**src/rtl/lsu_pipe_if.sv**
```systemverilog
// Execute-side handshake plus request/grant/response data bus of the load/store unit.
// Latency: none, this is wiring only.
// Backpressure: in_ready on the execute side; bus_gnt and bus_rvalid on the memory side.
interface lsu_pipe_if #(
  parameter int XLEN = 32
);
  logic              in_valid;
  logic              in_ready;
  logic [31:0]       instr;
  logic [XLEN-1:0]   exec_result;
  logic [XLEN-1:0]   store_data;
  logic              out_valid;
  logic [XLEN-1:0]   mem_out;
  logic              fault;
  logic [1:0]        fault_cause;
  logic              bus_req;
  logic              bus_we;
  logic [XLEN-1:0]   bus_addr;
  logic [XLEN/8-1:0] bus_wstrb;
  logic [XLEN-1:0]   bus_wdata;
  logic              bus_gnt;
  logic              bus_rvalid;
  logic [XLEN-1:0]   bus_rdata;
  logic              bus_err;

  // LSU side: consumes instructions, drives the memory bus
  modport master (
    input  in_valid, instr, exec_result, store_data,
    input  bus_gnt, bus_rvalid, bus_rdata, bus_err,
    output in_ready, out_valid, mem_out, fault, fault_cause,
    output bus_req, bus_we, bus_addr, bus_wstrb, bus_wdata
  );

  // Environment side: execute stage plus memory
  modport slave (
    output in_valid, instr, exec_result, store_data,
    output bus_gnt, bus_rvalid, bus_rdata, bus_err,
    input  in_ready, out_valid, mem_out, fault, fault_cause,
    input  bus_req, bus_we, bus_addr, bus_wstrb, bus_wdata
  );
endinterface

```
**src/rtl/lsu_pipe.sv**
```systemverilog
// Multi-cycle load/store unit between execute and writeback, one instruction in flight.
// Latency: 2 cycles for passthrough/misaligned; memory ops add grant and response wait.
// Backpressure: in_ready only in IDLE; holds bus_req until bus_gnt; waits for bus_rvalid or timeout.
module lsu_pipe #(
  parameter int XLEN           = 32,
  parameter int TIMEOUT_CYCLES = 1023
) (
  input  logic      clk,
  input  logic      rst,
  lsu_pipe_if.master lsu
);
  localparam int NB   = XLEN / 8;
  localparam int OFFW = $clog2(NB);
  localparam int CW   = (TIMEOUT_CYCLES > 1) ? $clog2(TIMEOUT_CYCLES + 1) : 1;
  localparam logic [CW-1:0] CNT_LAST = CW'((TIMEOUT_CYCLES > 0) ? TIMEOUT_CYCLES - 1 : 0);
  localparam bit TO_EN = (TIMEOUT_CYCLES != 0);
  localparam logic [6:0] OP_LOAD  = 7'b0000011;
  localparam logic [6:0] OP_STORE = 7'b0100011;

  typedef enum logic [1:0] {S_IDLE, S_REQ, S_WAIT, S_DONE} state_t;
  state_t state_q, state_d;

  logic [XLEN-1:0] addr_q, wdata_q, result_q;
  logic [NB-1:0]   wstrb_q;
  logic [2:0]      f3_q;
  logic            we_q, fault_q;
  logic [1:0]      cause_q;
  logic [CW-1:0]   cnt_q;

  logic [6:0]      op;
  logic [2:0]      f3;
  logic            is_ld, is_st, legal_f3, is_mem, misal;
  logic [OFFW-1:0] off_in;
  logic [NB-1:0]   wstrb_in;
  logic [XLEN-1:0] wdata_in;
  logic [XLEN-1:0] shifted, load_val;
  logic            timeout;

  logic unused_instr;
  assign unused_instr = ^{lsu.instr[31:15], lsu.instr[11:7]};

  // Decode the presented instruction: legality, alignment, lane strobes and replicated data
  always_comb begin
    op       = lsu.instr[6:0];
    f3       = lsu.instr[14:12];
    is_ld    = (op == OP_LOAD);
    is_st    = (op == OP_STORE);
    legal_f3 = 1'b0;
    if (is_ld) begin
      case (f3)
        3'b000, 3'b001, 3'b010, 3'b100, 3'b101: legal_f3 = 1'b1;
        3'b011, 3'b110:                         legal_f3 = (XLEN == 64);
        default:                                legal_f3 = 1'b0;
      endcase
    end else if (is_st) begin
      case (f3)
        3'b000, 3'b001, 3'b010: legal_f3 = 1'b1;
        3'b011:                 legal_f3 = (XLEN == 64);
        default:                legal_f3 = 1'b0;
      endcase
    end
    // unsupported func3 under a load/store opcode falls through as a plain passthrough
    is_mem = (is_ld | is_st) & legal_f3;
    off_in = lsu.exec_result[OFFW-1:0];
    case (f3[1:0])
      2'b01:   misal = lsu.exec_result[0];
      2'b10:   misal = |lsu.exec_result[1:0];
      2'b11:   misal = |lsu.exec_result[2:0];
      default: misal = 1'b0;
    endcase
    case (f3[1:0])
      2'b00:   wstrb_in = NB'(1) << off_in;
      2'b01:   wstrb_in = NB'(3) << off_in;
      2'b10:   wstrb_in = NB'(4'hF) << off_in;
      default: wstrb_in = {NB{1'b1}};
    endcase
    case (f3[1:0])
      2'b00:   wdata_in = {NB{lsu.store_data[7:0]}};
      2'b01:   wdata_in = {(XLEN/16){lsu.store_data[15:0]}};
      2'b10:   wdata_in = {(XLEN/32){lsu.store_data[31:0]}};
      default: wdata_in = lsu.store_data;
    endcase
  end

  // Align returned lane down to bit 0, then sign- or zero-extend by access size
  always_comb begin
    shifted = lsu.bus_rdata >> {addr_q[OFFW-1:0], 3'b000};
    case (f3_q)
      3'b000:  load_val = XLEN'($signed(shifted[7:0]));
      3'b001:  load_val = XLEN'($signed(shifted[15:0]));
      3'b010:  load_val = XLEN'($signed(shifted[31:0]));
      3'b100:  load_val = XLEN'(shifted[7:0]);
      3'b101:  load_val = XLEN'(shifted[15:0]);
      3'b110:  load_val = XLEN'(shifted[31:0]);
      default: load_val = shifted;
    endcase
  end

  // Next-state logic; a response in the same cycle as the timeout takes priority
  always_comb begin
    state_d = state_q;
    timeout = TO_EN && (cnt_q == CNT_LAST);
    case (state_q)
      S_IDLE: if (lsu.in_valid) state_d = (is_mem && !misal) ? S_REQ : S_DONE;
      S_REQ:  if (lsu.bus_gnt) state_d = S_WAIT;
      S_WAIT: if (lsu.bus_rvalid || timeout) state_d = S_DONE;
      default: state_d = S_IDLE;
    endcase
  end

  // State register
  always_ff @(posedge clk) begin
    if (rst) state_q <= S_IDLE;
    else     state_q <= state_d;
  end

  // Operand capture at acceptance, result/fault capture at completion, WAIT cycle counter
  always_ff @(posedge clk) begin
    if (rst) begin
      addr_q   <= '0;
      wdata_q  <= '0;
      result_q <= '0;
      wstrb_q  <= '0;
      f3_q     <= '0;
      we_q     <= 1'b0;
      fault_q  <= 1'b0;
      cause_q  <= 2'b00;
      cnt_q    <= '0;
    end else begin
      cnt_q <= (state_q == S_WAIT) ? cnt_q + 1'b1 : '0;
      if (state_q == S_IDLE && lsu.in_valid) begin
        addr_q   <= lsu.exec_result;
        f3_q     <= f3;
        we_q     <= is_mem & is_st;
        wstrb_q  <= (is_mem && is_st && !misal) ? wstrb_in : '0;
        wdata_q  <= wdata_in;
        result_q <= lsu.exec_result;
        fault_q  <= is_mem & misal;
        cause_q  <= (is_mem && misal) ? (is_st ? 2'b10 : 2'b01) : 2'b00;
      end else if (state_q == S_WAIT) begin
        if (lsu.bus_rvalid && !lsu.bus_err) begin
          result_q <= we_q ? '0 : load_val;
        end else if (lsu.bus_rvalid || timeout) begin
          result_q <= addr_q;
          fault_q  <= 1'b1;
          cause_q  <= 2'b11;
        end
      end
    end
  end

  assign lsu.in_ready    = (state_q == S_IDLE);
  assign lsu.out_valid   = (state_q == S_DONE);
  assign lsu.fault       = (state_q == S_DONE) & fault_q;
  assign lsu.fault_cause = cause_q;
  assign lsu.mem_out     = result_q;
  assign lsu.bus_req     = (state_q == S_REQ);
  assign lsu.bus_we      = we_q;
  assign lsu.bus_addr    = {addr_q[XLEN-1:OFFW], {OFFW{1'b0}}};
  assign lsu.bus_wstrb   = wstrb_q;
  assign lsu.bus_wdata   = wdata_q;
endmodule

```
**src/flat_wrapper.sv**
```systemverilog
// flat-port wrapper written by rule: the top's interface ports become plain ports
module lsu_pipe_flat 
#(
  parameter int XLEN           = 32,
  parameter int TIMEOUT_CYCLES = 1023
)
  (clk, rst, lsu_in_valid, lsu_instr, lsu_exec_result, lsu_store_data, lsu_bus_gnt, lsu_bus_rvalid, lsu_bus_rdata, lsu_bus_err, lsu_in_ready, lsu_out_valid, lsu_mem_out, lsu_fault, lsu_fault_cause, lsu_bus_req, lsu_bus_we, lsu_bus_addr, lsu_bus_wstrb, lsu_bus_wdata);
  lsu_pipe_if #(.XLEN(XLEN)) lsu_i ();
  input  logic clk;
  input  logic rst;
  input wire logic [$bits(lsu_i.in_valid)-1:0] lsu_in_valid;
  input wire logic [$bits(lsu_i.instr)-1:0] lsu_instr;
  input wire logic [$bits(lsu_i.exec_result)-1:0] lsu_exec_result;
  input wire logic [$bits(lsu_i.store_data)-1:0] lsu_store_data;
  input wire logic [$bits(lsu_i.bus_gnt)-1:0] lsu_bus_gnt;
  input wire logic [$bits(lsu_i.bus_rvalid)-1:0] lsu_bus_rvalid;
  input wire logic [$bits(lsu_i.bus_rdata)-1:0] lsu_bus_rdata;
  input wire logic [$bits(lsu_i.bus_err)-1:0] lsu_bus_err;
  output wire logic [$bits(lsu_i.in_ready)-1:0] lsu_in_ready;
  output wire logic [$bits(lsu_i.out_valid)-1:0] lsu_out_valid;
  output wire logic [$bits(lsu_i.mem_out)-1:0] lsu_mem_out;
  output wire logic [$bits(lsu_i.fault)-1:0] lsu_fault;
  output wire logic [$bits(lsu_i.fault_cause)-1:0] lsu_fault_cause;
  output wire logic [$bits(lsu_i.bus_req)-1:0] lsu_bus_req;
  output wire logic [$bits(lsu_i.bus_we)-1:0] lsu_bus_we;
  output wire logic [$bits(lsu_i.bus_addr)-1:0] lsu_bus_addr;
  output wire logic [$bits(lsu_i.bus_wstrb)-1:0] lsu_bus_wstrb;
  output wire logic [$bits(lsu_i.bus_wdata)-1:0] lsu_bus_wdata;
  assign lsu_i.in_valid = lsu_in_valid;
  assign lsu_i.instr = lsu_instr;
  assign lsu_i.exec_result = lsu_exec_result;
  assign lsu_i.store_data = lsu_store_data;
  assign lsu_i.bus_gnt = lsu_bus_gnt;
  assign lsu_i.bus_rvalid = lsu_bus_rvalid;
  assign lsu_i.bus_rdata = lsu_bus_rdata;
  assign lsu_i.bus_err = lsu_bus_err;
  assign lsu_in_ready = lsu_i.in_ready;
  assign lsu_out_valid = lsu_i.out_valid;
  assign lsu_mem_out = lsu_i.mem_out;
  assign lsu_fault = lsu_i.fault;
  assign lsu_fault_cause = lsu_i.fault_cause;
  assign lsu_bus_req = lsu_i.bus_req;
  assign lsu_bus_we = lsu_i.bus_we;
  assign lsu_bus_addr = lsu_i.bus_addr;
  assign lsu_bus_wstrb = lsu_i.bus_wstrb;
  assign lsu_bus_wdata = lsu_i.bus_wdata;
  lsu_pipe #(.XLEN(XLEN), .TIMEOUT_CYCLES(TIMEOUT_CYCLES)) u_core (.clk(clk), .rst(rst), .lsu(lsu_i));
endmodule
```
**config.mk**
```make
export PLATFORM = sky130hd
export DESIGN_NAME = lsu_pipe_flat
export DESIGN_NICKNAME = d
export VERILOG_FILES = /design/src/rtl/lsu_pipe_if.sv /design/src/rtl/lsu_pipe.sv /design/src/flat_wrapper.sv
export SDC_FILE = /design/constraint.sdc
export NUM_CORES = 1
export LEC_CHECK = 0
export ABC_AREA = 1
export ABC_CLOCK_PERIOD_IN_PS = 1880
export BUFFER_PORTS_ARGS = -buffer_cell sky130_fd_sc_hd__buf_2
export CORE_ASPECT_RATIO = 1.1
export CORE_MARGIN = 8
export CORE_UTILIZATION = 40
export CTS_CLUSTER_DIAMETER = 30
export DETAILED_ROUTE_END_ITERATION = 10
export GPL_TIMING_DRIVEN = 0
export PLACE_DENSITY = 0.66
export SLEW_MARGIN = 20
export SYNTH_ARGS = -nofsm -noshare
export SYNTH_HDL_FRONTEND = slang
export SYNTH_SLANG_ARGS = --single-unit
export TNS_END_PERCENT = 1
```
**constraint.sdc**
```tcl
create_clock -name clk -period 1.88 [get_ports clk]
set_input_delay 0.376 -clock clk [delete_from_list [all_inputs] [get_ports clk]]
set_output_delay 0.376 -clock clk [all_outputs]
set_load 0.1 [all_outputs]
```
==> impl_metrics.env, run 1 <==
export IMPL_dr_pass1_iters=7
export IMPL_yosys_warnings=0
export IMPL_hold_viol=0
export IMPL_crit_required_ns=1.50
export IMPL_critPathMaxFanout=3
export IMPL_synth_top_area_share=0.378
export IMPL_antenna_found_initial=0
export IMPL_fp_dieW_um=136
export IMPL_drive_gt1_frac=0.288
export IMPL_fin_crit_ns=1.81
export IMPL_final_net_count=1299
export IMPL_grt_pass1_wl_um=35300
export IMPL_period_share=0.962
export IMPL_holdPathStages=3
export IMPL_ios=241
export IMPL_clk_path_buf_depth=2
export IMPL_final_cell_area_um2=8230
export IMPL_synth_area_leaders="dfxtp_1, a21oi_1, nand2_1, o21ai_0, nor2_1"
export IMPL_rows=48
export IMPL_synth_most_common_cell="nand2_1"
export IMPL_ant_nets=0
export IMPL_leakage_nw=3.98
export IMPL_synth_edf_count=0
export IMPL_fmax_mhz=553
export IMPL_coreArea_um2=15600
export IMPL_port_buffers=215
export IMPL_yosys_top_cells_count="nand2_1, a21oi_1, dfxtp_1"
export IMPL_fin_skew_ns=0.00642
export IMPL_wirelength_um=22600
export IMPL_worst_r2r_path_depth=10
export IMPL_setup_viol=0
export IMPL_root_buffer="clkbuf_16"
export IMPL_post_drt_wl_per_cell_um=16.5
export IMPL_r2r_slack_ns=0.14
export IMPL_min_delay_path_class="in -> reg"
export IMPL_drc_errors=0
export IMPL_cts_sinks=119
export IMPL_grt_pass1_vias=7013
export IMPL_maxCapViolCount=0
export IMPL_clk_latency_ns=0.41
export IMPL_syn_to_final_growth_pct=30.6
export IMPL_die_area_um2=20000
export IMPL_power_density_nw_per_um2=1860
export IMPL_avgSynthCellArea_um2=6.86
export IMPL_reg2reg_from="u_core.state_q[1]$_SDFFE_PP0P_"
export IMPL_slew_limit_headroom=0.551
export IMPL_min_delay_worst_endpoint="u_core.addr_q[17]$_SDFFE_PP0P_"
export IMPL_worst_slack_ns=0.0706
export IMPL_grt_use_total=0.222
export IMPL_post_route_util=0.529
export IMPL_antennaDiodeCount=0
export IMPL_via_count=6952
export IMPL_power_w=0.0153
export IMPL_via_per_inst=5.09
export IMPL_rsz0062_at_grt="no"
export IMPL_placed_area_um2=7640
export IMPL_regToRegEndpoint="u_core.lsu.mem_out[3]$_SDFFE_PP0P_"
export IMPL_overflow=0
export IMPL_seq_area_frac_synth=0.378
export IMPL_place_ws_ns=-0.162
export IMPL_numCtsBuffers=17
export IMPL_grt_start_max_net_pins=17
export IMPL_worst_hold_startpoint="lsu_exec_result[17]"
export IMPL_gp_congestion=0.924
export IMPL_peakVddDrop_mv=1.24
export IMPL_dp_hpwl_um=17800
export IMPL_htreeDepth=4
export IMPL_whs_ns=0.226
export IMPL_end_kind="output pin"
export IMPL_start_util=0.405
export IMPL_cts_hold_buf=0
export IMPL_drtIter0Drc=399
export IMPL_cp_start_kind="flop"
export IMPL_synth_top_area_cell="dfxtp_1"
export IMPL_syn_instance_count=918
export IMPL_async_reset_ff_frac=0
export IMPL_die_h_um=148
export IMPL_clk_pin_slew_ns=0.06
export IMPL_cts_tree="done"
export IMPL_synth_seq_cells=119
export IMPL_slew_violations=0
export IMPL_worstSetupPathType="reg -> out"
export IMPL_status="finished, final reports clean"
export IMPL_critPathArrivalTime_ns=1.43
export IMPL_synth_flop_cell="dfxtp_1"
export IMPL_tightest_slew_ns=0.673
export IMPL_netlist_cell_type_count=32
export IMPL_synth_cell_area_um2=6300
-- cell usage in the layout (no fill, tap or decap), types with 17 or more instances in the layout --
master / n
a21oi_1: 127
buf_2: 233
buf_4: 35
clkbuf_1: 20
clkbuf_16: 17
dfxtp_1: 119
inv_1: 66
nand2_1: 156
nand3_1: 72
nor2_1: 106
o21ai_0: 110
-- where the power goes --
group	internal, W	switching, W
Combinational	0.00176	0.00702
Clock	0.00181	0.00115
Sequential	0.00318	0.000375
-- per-layer routing --
layer,track usage,vias to the layer above,wire (um)
li1,-,3488,-
met3,0.0662,50,2050
met1,0.261,3122,9330
met5,0,-,0
met4,0.0956,0,745
met2,0.366,292,10400
-- stage by stage --
stage	setup TNS (ns)	instances
after floorplan	-0.110	919
after global placement	-2.81	1334
after detailed placement	-3.36	1334
after CTS	0	1366
after global routing	0	1366
final	0	1366
-- area by class of cell --
class | instances | area (um^2)
Fill cell | 1603 | 7330
Multi-Input combinational cell | 640 | 3140
Sequential cell | 119 | 2380
Timing Repair Buffer | 215 | 1080
Buffer | 89 | 564
Clock buffer | 24 | 492
Inverter | 71 | 267
Tap cell | 200 | 250
Clock inverter | 8 | 47.5
-- how the worst max path moves through the flow --
| stage | cells after the start | to | startpoint | slack (ns) |
|---|---|---|---|---|
| 5_1_grt | 11 | u_core.lsu.mem_out[1]$_SDFFE_PP0P_ | u_core.state_q[1]$_SDFFE_PP0P_ | 0.004 |
| 3_5_place_dp | 10 | u_core.lsu.mem_out[3]$_SDFFE_PP0P_ | u_core.state_q[1]$_SDFFE_PP0P_ | -0.16 |
| 6_report | 2 | lsu_out_valid | u_core.state_q[0]$_SDFFE_PP0P_ | 0.07 |
| 3_3_place_gp | 7 | u_core.lsu.bus_wdata[25]$_SDFFE_PP0P_ | lsu_instr[13] | -0.16 |
| 2_1_floorplan | 3 | lsu_fault | u_core.state_q[1]$_SDFFE_PP0P_ | -0.09 |
| 4_1_cts | 9 | u_core.lsu.mem_out[14]$_SDFFE_PP0P_ | u_core.state_q[1]$_SDFFE_PP0P_ | 0.0001 |
-- worst max-delay path, stage by stage (launching register included) --
cell and delay [ns]:
dfxtp_1 0.38, ha_2 0.21, buf_2 0.43
-- logic make-up after synthesis --
logic type,count (synthesis),synth area share
and+or+nand+nor,350,0.233
AOI/OAI and AO/OA,269,0.224
buffers and inverters,160,0.129
DFF,119,0.378
adders and majority gates,12,0.0238
muxes,6,0.00954
other,1,0.000595
xor gates and xnor gates,1,0.00139
-- registers in the layout (all words and copies together) (netlist names) --
signal / count
u_core.addr_q: 32
u_core.cnt_q: 10
u_core.f3_q: 3
u_core.fault_q: 1
u_core.lsu.bus_wdata: 32
u_core.lsu.bus_we: 1
u_core.lsu.bus_wstrb: 4
u_core.lsu.fault_cause: 2
u_core.lsu.mem_out: 32
u_core.state_q: 2
-- timing repair --
action                                  in CTS  in global routing
endpoints found under the setup margin      45                 68
gates resized for setup                      8                 10
setup buffers                                0                  0
pin swaps                                    0                  0
Power figures use the tool's default switching activity.
==> inputs of run 2 (changes only) <==
--- a/config.mk
+++ b/config.mk
@@ -15,7 +15,8 @@
 export DETAILED_ROUTE_END_ITERATION = 10
 export GPL_TIMING_DRIVEN = 0
 export PLACE_DENSITY = 0.66
-export SLEW_MARGIN = 20
+export RECOVER_POWER = 100
+export SETUP_SLACK_MARGIN = 0.2
 export SYNTH_ARGS = -nofsm -noshare
 export SYNTH_HDL_FRONTEND = slang
 export SYNTH_SLANG_ARGS = --single-unit
==> impl_metrics.env, run 2 (synthesis results as in run 1) <==
export IMPL_fin_setup_tns_ns=0
export IMPL_grt_use_total=0.220
export IMPL_overflow=0
export IMPL_coreArea_um2=15600
export IMPL_worst_r2r_path_depth=9
export IMPL_htreeDepth=4
export IMPL_rows=48
export IMPL_grt_pass1_vias=6833
export IMPL_cts_tree="done"
export IMPL_via_count=6926
export IMPL_tightest_slew_ns=0.633
export IMPL_slew_limit_headroom=0.578
export IMPL_grt_start_max_net_pins=17
export IMPL_critPathMaxFanout=4
export IMPL_ant_nets=0
export IMPL_drc_errors=0
export IMPL_post_route_util=0.536
export IMPL_crit_required_ns=1.50
export IMPL_p_sw_frac=0.546
export IMPL_maxCapViolCount=0
export IMPL_ios=241
export IMPL_n_fill_cell=1602
export IMPL_power_w=0.0157
export IMPL_r2r_slack_ns=0.13
export IMPL_slew_violations=0
export IMPL_numCtsBuffers=17
export IMPL_cp_start_kind="flop"
export IMPL_drive_gt1_frac=0.288
export IMPL_place_ws_ns=-0.159
export IMPL_fmax_mhz=563
export IMPL_fp_dieW_um=136
export IMPL_hold_viol=0
export IMPL_final_cell_mix="nand2_1, a21oi_1, buf_2"
export IMPL_holdPathStages=3
export IMPL_intPower_w=0.00713
export IMPL_layout_commonest_cell="nand2_1"
export IMPL_root_buffer="clkbuf_16"
export IMPL_regToRegEndpoint="u_core.lsu.mem_out[5]$_SDFFE_PP0P_"
export IMPL_die_area_um2=20000
export IMPL_cts_sinks=119
export IMPL_setup_viol=0
export IMPL_syn_to_final_growth_pct=32.3
export IMPL_drtIter0Drc=406
export IMPL_port_buffers=215
export IMPL_gp_congestion=0.918
export IMPL_power_density_nw_per_um2=1890
export IMPL_rsz0062_at_grt="yes"
export IMPL_clk_pin_slew_ns=0.06
export IMPL_grt_pass1_wl_um=35100
export IMPL_leakage_nw=3.96
export IMPL_period_share=0.945
export IMPL_end_kind="output pin"
export IMPL_worst_slack_ns=0.103
export IMPL_clk_latency_ns=0.42
export IMPL_min_delay_worst_endpoint="u_core.addr_q[17]$_SDFFE_PP0P_"
export IMPL_combPwrFrac=0.559
export IMPL_antenna_found_initial=0
export IMPL_antennaDiodeCount=0
export IMPL_critPathArrivalTime_ns=1.40
export IMPL_via_per_inst=5.06
export IMPL_cts_hold_buf=0
export IMPL_pwr_share_seq=0.228
export IMPL_fin_skew_ns=0.00712
export IMPL_dp_hpwl_um=17700
export IMPL_post_drt_wl_per_cell_um=16.4
export IMPL_switchingPower_w=0.00859
export IMPL_die_h_um=148
export IMPL_reg2reg_from="u_core.state_q[0]$_SDFFE_PP0P_"
export IMPL_worstSetupPathType="reg -> out"
export IMPL_status="finished, final reports clean"
export IMPL_min_delay_path_class="in -> reg"
export IMPL_dr_pass1_iters=5
export IMPL_pwr_share_clk=0.213
export IMPL_fin_crit_ns=1.78
export IMPL_peakVddDrop_mv=1.22
export IMPL_final_net_count=1302
export IMPL_worst_hold_startpoint="lsu_exec_result[17]"
export IMPL_clk_path_buf_depth=2
export IMPL_wirelength_um=22500
export IMPL_start_util=0.405
[run 2: cell count changes in the layout (fill, tap and decap cells not counted), sizes merged]
cell,change
clkbuf,+108
clkinv,-2
inv,-1
bufinv,+3
buf,-105
[run 2: worst max path at each step]
stage / startpoint / end / slack (ns)
final: u_core.state_q[0]$_SDFFE_PP0P_ / lsu_in_ready / 0.10
after global routing: u_core.state_q[0]$_SDFFE_PP0P_ / u_core.lsu.mem_out[4]$_SDFFE_PP0P_ / 0.06
after CTS: u_core.state_q[0]$_SDFFE_PP0P_ / lsu_in_ready / 0.12
after detailed placement: u_core.state_q[0]$_SDFFE_PP0P_ / u_core.lsu.mem_out[3]$_SDFFE_PP0P_ / -0.16
after global placement: u_core.state_q[0]$_SDFFE_PP0P_ / u_core.lsu.mem_out[3]$_SDFFE_PP0P_ / -0.15
after floorplan: u_core.state_q[1]$_SDFFE_PP0P_ / lsu_fault / 0.08
[run 2: critical path, cell delays in order (launching register included)]
cell and delay (ns):
dfxtp_1 0.33, inv_1 0.14, ha_4 0.20, buf_4 0.30
[run 2: layout make-up]
type / instances / area [um^2] / area share
repair buffers: 218 / 1110 / 0.133
clock inverters: 8 / 120 / 0.0144
well taps: 200 / 250 / 0.0300
flip-flops and latches: 119 / 2380 / 0.286
plain buffers: 89 / 569 / 0.0683
clock buffers: 24 / 482 / 0.0578
inverters: 71 / 270 / 0.0324
multi-input cells: 640 / 3150 / 0.378
[run 2: layer usage]
metal / up-vias / track usage / part of all wire
li1: 3493 / - / -
met1: 3142 / 0.259 / 0.42
met2: 254 / 0.369 / 0.47
met3: 37 / 0.0713 / 0.087
met4: 0 / 0.0712 / 0.023
met5: - / 0 / 0
[run 2: metrics by stage]
step	hold slack (ns)	area [um^2]	std cells
2_1_floorplan	0.430	6320	919
3_3_place_gp	0.450	7650	1334
3_5_place_dp	0.450	7650	1334
4_1_cts	0.212	8290	1366
5_1_grt	0.226	8340	1369
6_report	0.215	8340	1369
[run 2: power groups by stage]
stage / Combinational, W / Sequential [W] / Clock, W
after CTS: 0.00880 / 0.00355 / 0.00336
final: 0.00879 / 0.00358 / 0.00335
after global placement: 0.00869 / 0.00358 / 0
after global routing: 0.00932 / 0.00365 / 0.00347
after floorplan: 0.00372 / 0.00692 / 0
after detailed placement: 0.00872 / 0.00359 / 0
[run 2: repair_timing]
| item | 4_1_cts | 5_1_grt |
|---|---|---|
| buffers inserted | 0 | 3 |
| pin swaps | 0 | 1 |
| hold endpoints to repair | 0 | 0 |
| resized for setup | 16 | 20 |
| setup endpoints to repair | 103 | 110 |
